### src/rtl/fp_swap_align_stage.sv
// FP32 / FP16x2 add-sub swap-and-align-prep stage: orders each lane by magnitude and registers
// the swapped operands, clamped shift amounts and effective-subtract flags. Optional FPALL_ALIGN_SKID_EN.

package fp_swap_align_pkg;
    typedef enum logic [1:0] {
        FMT_FP32 = 2'd0,
        FMT_FP16 = 2'd1,
        FMT_BF16 = 2'd2,
        FMT_RSVD = 2'd3
    } fp_fmt_e;

    typedef struct packed {
        logic [15:0] hi;
        logic [15:0] lo;
    } fp16x2_t;

    typedef union packed {
        logic [31:0] w;
        fp16x2_t     h;
    } fp_vec_u;
endpackage

// Magnitude compare of X and Y ignoring signs; swap means |Y| > |X| (ties keep X as big).
module abs_comparator
    import fp_swap_align_pkg::*;
(
    input  fp_fmt_e     fmt,
    input  logic [30:0] x_mag,
    input  logic [30:0] y_mag,
    output logic        swap_h,
    output logic        swap_l
);
    always_comb begin
        swap_h = 1'b0;
        swap_l = 1'b0;
        if (fmt == FMT_FP16) begin
            swap_h = y_mag[30:16] > x_mag[30:16];
            swap_l = y_mag[14:0] > x_mag[14:0];
        end else begin
            swap_h = y_mag > x_mag;
        end
    end
endmodule

module fp_swap_align_stage
    import fp_swap_align_pkg::*;
#(
    parameter int SHAMT32_MAX = 26,
    parameter int SHAMT16_MAX = 13
) (
    input  logic        clk,
    input  logic        rst,
    input  logic        in_valid,
    output logic        in_ready,
    input  fp_fmt_e     in_fmt,
    input  logic        in_sub,
    input  fp_vec_u     in_x,
    input  fp_vec_u     in_y,
    output logic        out_valid,
    input  logic        out_ready,
    output fp_fmt_e     out_fmt,
    output fp_vec_u     out_big,
    output fp_vec_u     out_small,
    output logic [4:0]  out_shamt_h,
    output logic [3:0]  out_shamt_l,
    output logic        out_effsub_h,
    output logic        out_effsub_l,
    output logic        out_swap_h,
    output logic        out_swap_l
);
    // Handshake: a beat moves on a cycle where valid and ready are both high; the sender
    // holds valid and data until that happens, and the stage holds its output likewise.

    typedef struct packed {
        fp_fmt_e    fmt;
        fp_vec_u    big;
        fp_vec_u    sml;
        logic [4:0] shamt_h;
        logic [3:0] shamt_l;
        logic       effsub_h;
        logic       effsub_l;
        logic       swap_h;
        logic       swap_l;
    } beat_t;

    function automatic logic [7:0] eff_exp8(input logic [7:0] e);
        return (e == 8'd0) ? 8'd1 : e;
    endfunction

    function automatic logic [4:0] eff_exp5(input logic [4:0] e);
        return (e == 5'd0) ? 5'd1 : e;
    endfunction

    logic       cmp_swap_h;
    logic       cmp_swap_l;
    logic       is16;
    logic       lo_swap;
    fp_vec_u    y_neg;
    logic [7:0] diff32;
    logic [4:0] diff_hi;
    logic [4:0] diff_lo;
    beat_t      new_beat;

    abs_comparator u_cmp (
        .fmt    (in_fmt),
        .x_mag  (in_x.w[30:0]),
        .y_mag  (in_y.w[30:0]),
        .swap_h (cmp_swap_h),
        .swap_l (cmp_swap_l)
    );

    always_comb begin
        is16  = (in_fmt == FMT_FP16);
        y_neg = in_y;
        y_neg.w[31] = in_y.w[31] ^ in_sub;
        if (is16) begin
            y_neg.w[15] = in_y.w[15] ^ in_sub;
        end
        // In FP32 the low half belongs to the same operand as the high half.
        lo_swap = is16 ? cmp_swap_l : cmp_swap_h;

        new_beat        = '0;
        new_beat.fmt    = in_fmt;
        new_beat.big.h.hi = cmp_swap_h ? y_neg.h.hi : in_x.h.hi;
        new_beat.sml.h.hi = cmp_swap_h ? in_x.h.hi  : y_neg.h.hi;
        new_beat.big.h.lo = lo_swap    ? y_neg.h.lo : in_x.h.lo;
        new_beat.sml.h.lo = lo_swap    ? in_x.h.lo  : y_neg.h.lo;

        diff32  = eff_exp8(new_beat.big.w[30:23]) - eff_exp8(new_beat.sml.w[30:23]);
        diff_hi = eff_exp5(new_beat.big.w[30:26]) - eff_exp5(new_beat.sml.w[30:26]);
        diff_lo = eff_exp5(new_beat.big.w[14:10]) - eff_exp5(new_beat.sml.w[14:10]);

        new_beat.effsub_h = in_x.w[31] ^ in_y.w[31] ^ in_sub;
        new_beat.swap_h   = cmp_swap_h;
        if (is16) begin
            new_beat.shamt_h  = (diff_hi > 5'(SHAMT16_MAX)) ? 5'(SHAMT16_MAX) : diff_hi;
            new_beat.shamt_l  = (diff_lo > 5'(SHAMT16_MAX)) ? 4'(SHAMT16_MAX) : diff_lo[3:0];
            new_beat.effsub_l = in_x.w[15] ^ in_y.w[15] ^ in_sub;
            new_beat.swap_l   = cmp_swap_l;
        end else begin
            new_beat.shamt_h  = (diff32 > 8'(SHAMT32_MAX)) ? 5'(SHAMT32_MAX) : diff32[4:0];
        end
    end

    beat_t main_q;
    beat_t main_d;
    logic  main_vld_q;
    logic  main_vld_d;

`ifdef FPALL_ALIGN_SKID_EN
    beat_t skid_q;
    beat_t skid_d;
    logic  skid_vld_q;
    logic  skid_vld_d;
    logic  in_ready_q;
    logic  in_ready_d;
    logic  pop;
    logic  push;

    assign in_ready = in_ready_q;

    always_comb begin
        main_d     = main_q;
        main_vld_d = main_vld_q;
        skid_d     = skid_q;
        skid_vld_d = skid_vld_q;
        pop        = main_vld_q & out_ready;
        push       = in_valid & in_ready_q;
        if (skid_vld_q) begin
            // in_ready is low while the skid is full, so only a drain can happen here.
            if (pop) begin
                main_d     = skid_q;
                main_vld_d = 1'b1;
                skid_vld_d = 1'b0;
            end
        end else if (pop || !main_vld_q) begin
            main_vld_d = push;
            if (push) begin
                main_d = new_beat;
            end
        end else if (push) begin
            skid_d     = new_beat;
            skid_vld_d = 1'b1;
        end
        in_ready_d = ~skid_vld_d;
    end

    always_ff @(posedge clk or posedge rst) begin
        if (rst) begin
            main_q     <= '0;
            main_vld_q <= 1'b0;
            skid_q     <= '0;
            skid_vld_q <= 1'b0;
            in_ready_q <= 1'b0;
        end else begin
            main_q     <= main_d;
            main_vld_q <= main_vld_d;
            skid_q     <= skid_d;
            skid_vld_q <= skid_vld_d;
            in_ready_q <= in_ready_d;
        end
    end
`else
    logic init_q;
    logic init_d;

    // init_q keeps in_ready low until the first clock after reset release.
    assign in_ready = init_q & (~main_vld_q | out_ready);

    always_comb begin
        main_d     = main_q;
        main_vld_d = main_vld_q;
        init_d     = 1'b1;
        if (in_valid && in_ready) begin
            main_d     = new_beat;
            main_vld_d = 1'b1;
        end else if (out_ready) begin
            main_vld_d = 1'b0;
        end
    end

    always_ff @(posedge clk or posedge rst) begin
        if (rst) begin
            main_q     <= '0;
            main_vld_q <= 1'b0;
            init_q     <= 1'b0;
        end else begin
            main_q     <= main_d;
            main_vld_q <= main_vld_d;
            init_q     <= init_d;
        end
    end
`endif

    assign out_valid    = main_vld_q;
    assign out_fmt      = main_q.fmt;
    assign out_big      = main_q.big;
    assign out_small    = main_q.sml;
    assign out_shamt_h  = main_q.shamt_h;
    assign out_shamt_l  = main_q.shamt_l;
    assign out_effsub_h = main_q.effsub_h;
    assign out_effsub_l = main_q.effsub_l;
    assign out_swap_h   = main_q.swap_h;
    assign out_swap_l   = main_q.swap_l;
endmodule

### config.mk
export PLATFORM = sky130hd
export DESIGN_NAME = fp_swap_align_stage
export DESIGN_NICKNAME = d
export VERILOG_FILES = /design/src/rtl/fp_swap_align_stage.sv
export SDC_FILE = /design/constraint.sdc
export NUM_CORES = 1
export LEC_CHECK = 0
export CORE_ASPECT_RATIO = 1.1
export CORE_MARGIN = 4
export CORE_UTILIZATION = 48
export CTS_CLUSTER_SIZE = 8
export DETAILED_ROUTE_END_ITERATION = 6
export PLACE_DENSITY = 0.83
export SLEW_MARGIN = 20
export SYNTH_ARGS = -nofsm -noshare
export SYNTH_HDL_FRONTEND = slang
export SYNTH_SLANG_ARGS = --single-unit
### constraint.sdc
create_clock -name clk -period 3.4 [get_ports clk]
set_input_delay 0.68 -clock clk [delete_from_list [all_inputs] [get_ports clk]]
set_output_delay 0.68 -clock clk [all_outputs]
set_load 0.01 [all_outputs]
* Word level (Yosys, flattened, before mapping)
Cells that the tools add are included.
Cells by class: divide/modulo/power cells 0, bitwise gates (word level) 9, muxes and demuxes 22, shift-type cells 0, $add $sub $neg 3, multipliers 0, eq/ne operators 1, $lt $le $gt $ge 6, reductions and logical operators 8
Operators by type and width (number):
- $mux W16 | 4
- $mux W5 | 7
- $gt A31 B31 Y1 | 1
- $gt A15 B15 Y1 | 2
- $logic_not A5 Y1 | 4
- $logic_not A8 Y1 | 2
- $mux W8 | 2
- $gt A5 B4 Y1 const B | 2
- $sub A5 B5 Y5 | 2
- $gt A8 B5 Y1 const B | 1
- $mux W4 | 2
- $sub A8 B8 Y8 | 1
- $mux W1 | 7
- $xor A1 B1 Y1 | 6
- $eq A2 B1 Y1 const B | 1
- $reduce_bool A2 Y1 | 1
- $and A1 B1 Y1 | 1
- $logic_and A1 B1 Y1 | 1
- $not A1 Y1 | 1
- $or A1 B1 Y1 | 1
Word-level totals: output and inout bits 81, memory bits (writable) 0, bits in registers 81, latch bits 0, input bits 71, logic and storage cells 60, memories 0, memory bits (read-only) 0

* Longest topological paths before layout
depth in word-level cells 10, depth in mapped cells 20, depth with buffers taken out 18

* Cells and area by module
Synthesis repeated with hierarchy kept, for this count alone.
Unflattened totals: cell total of the unflattened synthesis 595, area, all modules 5410.2 um^2
Modules (own cells, without submodules):
- fp_swap_align_stage | seq. area each 2026.9 um^2, instances 1, area an instance 4524.3 um^2, cells each 474
- abs_comparator | seq. area each 0.0 um^2, instances 1, area an instance 885.8 um^2, cells each 121

* Worst setup path after synthesis
No wires, ideal clock.
path kind in2reg, start input port in_x[25] (netlist bit), end register main_q (netlist bit out_shamt_h[1]), library setup time 0.144 ns, path slack -0.890 ns, required time 3.256 ns, arrival 4.146 ns, buffers on the path 1, stages 19, cell sequence inv_1 ha_1 nand3_1 o221ai_1 a221oi_2 and3_4 o21ai_2 buf_6 nor2_4 mux2_1 ha_1 fa_1 nor2b_1 o21a_1 o21ai_0 mux2i_1 nand4_1 a311oi_1 a221oi_1
On the way: word-level cells in the longest chain between the ends 9, elaborated cells between the ends (all ways) 20, classes of those cells add/sub (2); order compare (4); mux (10); reduce/logical (4)
Ends and longest elaborated chain:
- start: declaration | line 57 | input fp_vec_u in_x,
- $gt A31 B31 Y1 or $gt A15 B15 Y1 (tied branches) | line 40, 37
- $mux W1 | line 36 | if (fmt == FMT_FP16) begin
- $mux W16 (on tied branches) | line 124, 125
- $logic_not A8 Y1 or $logic_not A5 Y1 (tied branches) | line 87, 91
- $mux W8 or $mux W5 (tied branches) | line 87, 91
- $sub A8 B8 Y8 or $sub A5 B5 Y5 (tied branches) | line 129, 130
- $gt A8 B5 Y1 or $gt A5 B4 Y1 (tied branches) | line 141, 136
- $mux W5 (on tied branches) | line 141, 136
- $mux W5 (*) | line 135 | if (is16) begin
- end signal: assignment | line 228 | main_q <= main_d;
- end: declaration | line 145 | beat_t main_q;
Mark *: on every way between the ends. The rest lies on a longest branch, timed or not. A chain may end at the register's enable or synchronous reset.

* Worst setup path after layout
start input port in_x[16] (netlist bit), end register main_q (netlist bit out_shamt_h[2])
On the way: word-level cells in the longest chain between the ends 9, elaborated cells between the ends (all ways) 20, classes of those cells add/sub (2); order compare (4); mux (10); reduce/logical (4)
Ends and longest elaborated chain (line):
- $gt A31 B31 Y1 or $gt A15 B15 Y1 (tied branches) | 40, 37
- $mux W1 (*) | 36
- $mux W16 (on tied branches) | 124, 125
- $logic_not A8 Y1 or $logic_not A5 Y1 (tied branches) | 87, 91
- $mux W8 or $mux W5 (tied branches) | 87, 91
- $sub A8 B8 Y8 or $sub A5 B5 Y5 (tied branches) | 129, 130
- $gt A8 B5 Y1 or $gt A5 B4 Y1 (tied branches) | 141, 136
- $mux W5 (on tied branches) | 141, 136
- $mux W5 (*) | 135
Marked as above.

==> results.toml <==
[cts]
cts_tree = "done"
cts_made_buffers = 9
clockBufferDepth = 2
clk_latency_ps = 350
clkTransAtPathRegs_ps = 60
cts-root-buf = "clkbuf_16"
clock-sinks = 81
h-tree-depth = 3

[die]
die_area_um2 = 13500
start_util_pct = 48.9
die_h_um = 122
rows = 41
io_pins = 152
core_area_um2 = 11500
die_w_um = 111

[logic_synthesis]
synth.cell_area_um2 = 5620
avgSynthCellArea_um2 = 8.47
ys_seq_area_share_pct = 36.1
synth_cell_types = 59
ys.flop_type = "dfrtp_1"
synth-edff-count = 0
synth_top_area_share_pct = 36.1
ys_seq_elements = 81
synthTopCellsByArea = "dfrtp_1 (36%), ha_1 (10%), nand2_1 (8.0%)"
synth.net_count = 785
async_flop_share_pct = 100
yosysTopAreaCell = "dfrtp_1"
netlist_instances = 664
yosysWarnings = 0

[grt]
grt_pass1_wl_um = 33500
grt_max_degree = 82
gr-total-overflow = 0
antenna_found_initial = 0
grt_use_total_pct = 30.7
first_global_vias = 6686

[timing]
min_period_over_period_pct = 120
setup_ws_ps = -672
period_needed_ps = 4070
relSlewSlack_pct = 50.9
setup_violations = 9
fin_skew_ps = 5.30
tightest_slew_ps = 734
hold_viol_final = 0
clock.fmax_ghz = 0.246
slew_viol_final = 0
rsz0062_at_grt = "yes"
tns_ps = -5180

[final_layout]
antenna_cells = 0
area_growth_syn_to_layout_pct = 62.9
layout-drive-gt1-share_pct = 35.8
final_nets = 1042
design_area_um2 = 9160
layout.cells.non_filler = 1075

[worst_setup_path]
worstPathRequired_ps = 3630
worst_setup_path_end_kind = "flop"
rrSetupSlack_ps = 1270
crit_arrival_ps = 4300
startpoint_type = "input port"
criticalPathCategory = "in2reg"
critPathMaxFanout = 9

[outcome]
violations = "setup timing"
status = "complete, but fails checks"

[drt]
first_iter_violations = 712
finalWirelength_um = 22600
num_vias = 6632
drc_errors = 0
wl_per_cell_um = 21.0
drt_pass1_iterations = 5
ant_nets = 0
vias_per_cell = 6.17

[place]
dp.cells = 1032
placed_cell_area_um2 = 8250
place_congestion = 0.978
port_buffers = 151
pre_cts_ws_ps = -1430
dpl.hpwl_um = 14300

[pwr]
ir_drop_v = 0.000274
total_leakage_power_nw = 3.98
total_power_w = 0.00441
powerDensity_nw_per_um2 = 481

[hold_path]
hp-class = "reg2reg"

[flow_run]
cap_violations = 0
## synthesized netlist by cell type, types with 3 or more instances
library cell and number:
a221o_1 6, clkbuf_1 14, or3_1 30, a21oi_1 70, nand3_1 8, mux2_2 3
xnor2_1 8, nor4_1 5, nor2_1 42, nand2b_1 6, o211ai_1 30, buf_2 8
inv_1 40, ha_1 47, dfrtp_1 81, mux2i_1 15, nand2_1 120, mux2_1 5
o21ai_0 31, nor2b_1 5, nor3_1 8, a21o_1 6, xor2_1 8, and3_1 3
buf_6 5, fa_1 3, buf_1 7, nand4_1 5
## cell families (layout without fill, tap and decap cells)
family                     count (synthesis)  after routing  share of synthesized area (%)
and+or+nand+nor                          245            245                           20.3
buffers and inverters                     77            338                           6.10
xor gates and xnor gates                  16             16                           2.49
adders and majority gates                 50             50                           11.5
other                                      1              1                         0.0667
AOI/OAI and AO/OA                        171            171                           19.1
DFF                                       81             81                           36.1
muxes                                     23             23                           4.27
## stage by stage
stage | util [%] | hold WS, ps
floorplan | - | 507
global placement | 71.8 | 452
detailed placement | 71.8 | 456
CTS | 78.5 | 469
global route | 79.7 | 510
finish | 79.7 | 504
## layout by cell type, fill, tap and decap left out, types with 4 or more instances in the layout
cell type | netlist | layout
buf_4 | 1 | 127
nand2_1 | 120 | 117
clkdlybuf4s50_1 | 0 | 90
dfrtp_1 | 81 | 81
a21oi_1 | 70 | 63
nor2_1 | 42 | 38
ha_4 | 0 | 32
or3_1 | 30 | 30
o211ai_1 | 30 | 30
inv_2 | 0 | 24
o21ai_1 | 2 | 17
clkbuf_2 | 2 | 16
ha_1 | 47 | 14
buf_6 | 5 | 13
o21ai_0 | 31 | 12
buf_2 | 8 | 12
clkbuf_16 | 0 | 9
clkdlybuf4s15_2 | 0 | 9
inv_1 | 40 | 8
mux2i_1 | 15 | 8
xor2_1 | 8 | 7
inv_4 | 0 | 7
nand2b_1 | 6 | 6
nor3_1 | 8 | 6
a21o_1 | 6 | 6
a21oi_2 | 0 | 6
a221o_1 | 6 | 6
clkdlybuf4s15_1 | 0 | 6
xnor2_1 | 8 | 5
nand4_1 | 5 | 5
nand3_1 | 8 | 5
mux2i_2 | 0 | 5
nor2_4 | 1 | 5
nor2b_1 | 5 | 4
buf_8 | 0 | 4
dlygate4sd2_1 | 0 | 4
## registers in the layout, summed over array words and instances (netlist names)
register and flops:
out_valid 1, out_shamt_l 4, out_shamt_h 5, out_fmt 2, out_effsub_l 1, out_small 32, out_effsub_h 1, init_q 1
out_swap_l 1, out_swap_h 1, out_big 32
## worst max-delay path, stage by stage
cell             delay (ps)
clkdlybuf4s15_2         220
inv_2                    60
ha_4                    240
and3_4                  160
nor2b_2                 150
and2_4                  160
a211o_1                 340
o21a_1                  160
nand2_2                 120
buf_4                   180
o21ai_1                  90
ha_1                    300
nor2b_1                 130
o21ai_0                 250
nand2b_1                160
a211o_1                 310
nand4_1                 140
a311oi_2                 80
a221o_1                 350
## worst paths after layout
check | start | end | depth (start not counted)
max in group asynchronous | rst | out_big[8] | 3
max reg2reg | out_valid | out_small[31] | 6
min in group asynchronous | rst | out_swap_h | 3
max | in_x[16] | out_shamt_h[2] | 19
min reg2reg | out_shamt_h[4] | out_shamt_h[4] | 2
min | out_shamt_h[4] | out_shamt_h[4] | 2
## layout make-up
| class | instances | area, um^2 |
|---|---|---|
| Multi-Input combinational cell | 506 | 4030 |
| Timing Repair Buffer | 283 | 2430 |
| Fill cell | 681 | 2330 |
| Sequential cell | 81 | 2030 |
| Clock buffer | 10 | 239 |
| Tap cell | 150 | 188 |
| Inverter | 40 | 169 |
| Clock inverter | 5 | 80.1 |
## report_power, final
group	switching [W]	internal (W)	leakage [nW]	total, W
registers	0.000135	0.00117	0.970	0.00130
clock network	0.000418	0.000658	0.151	0.00108
logic	0.000990	0.00104	2.86	0.00203
total	0.00154	0.00286	3.98	0.00441
## routing by layer
layer  up-vias  global-route usage (%)  share of wire (%)
met4         0                    13.8                5.5
met1      3158                    34.4                 36
met5         -                       0                  0
met3       129                    5.44                8.1
li1       2853                       -                  -
met2       492                    56.7                 51
## repair_timing
item | in CTS | in global routing
pin swaps | 61 | 40
resized for setup | 266 | 62
setup buffers | 17 | 12
hold buffers | 0 | 0
setup endpoints to repair | 11 | 9
Note: power is estimated with default switching activity, not from simulation.
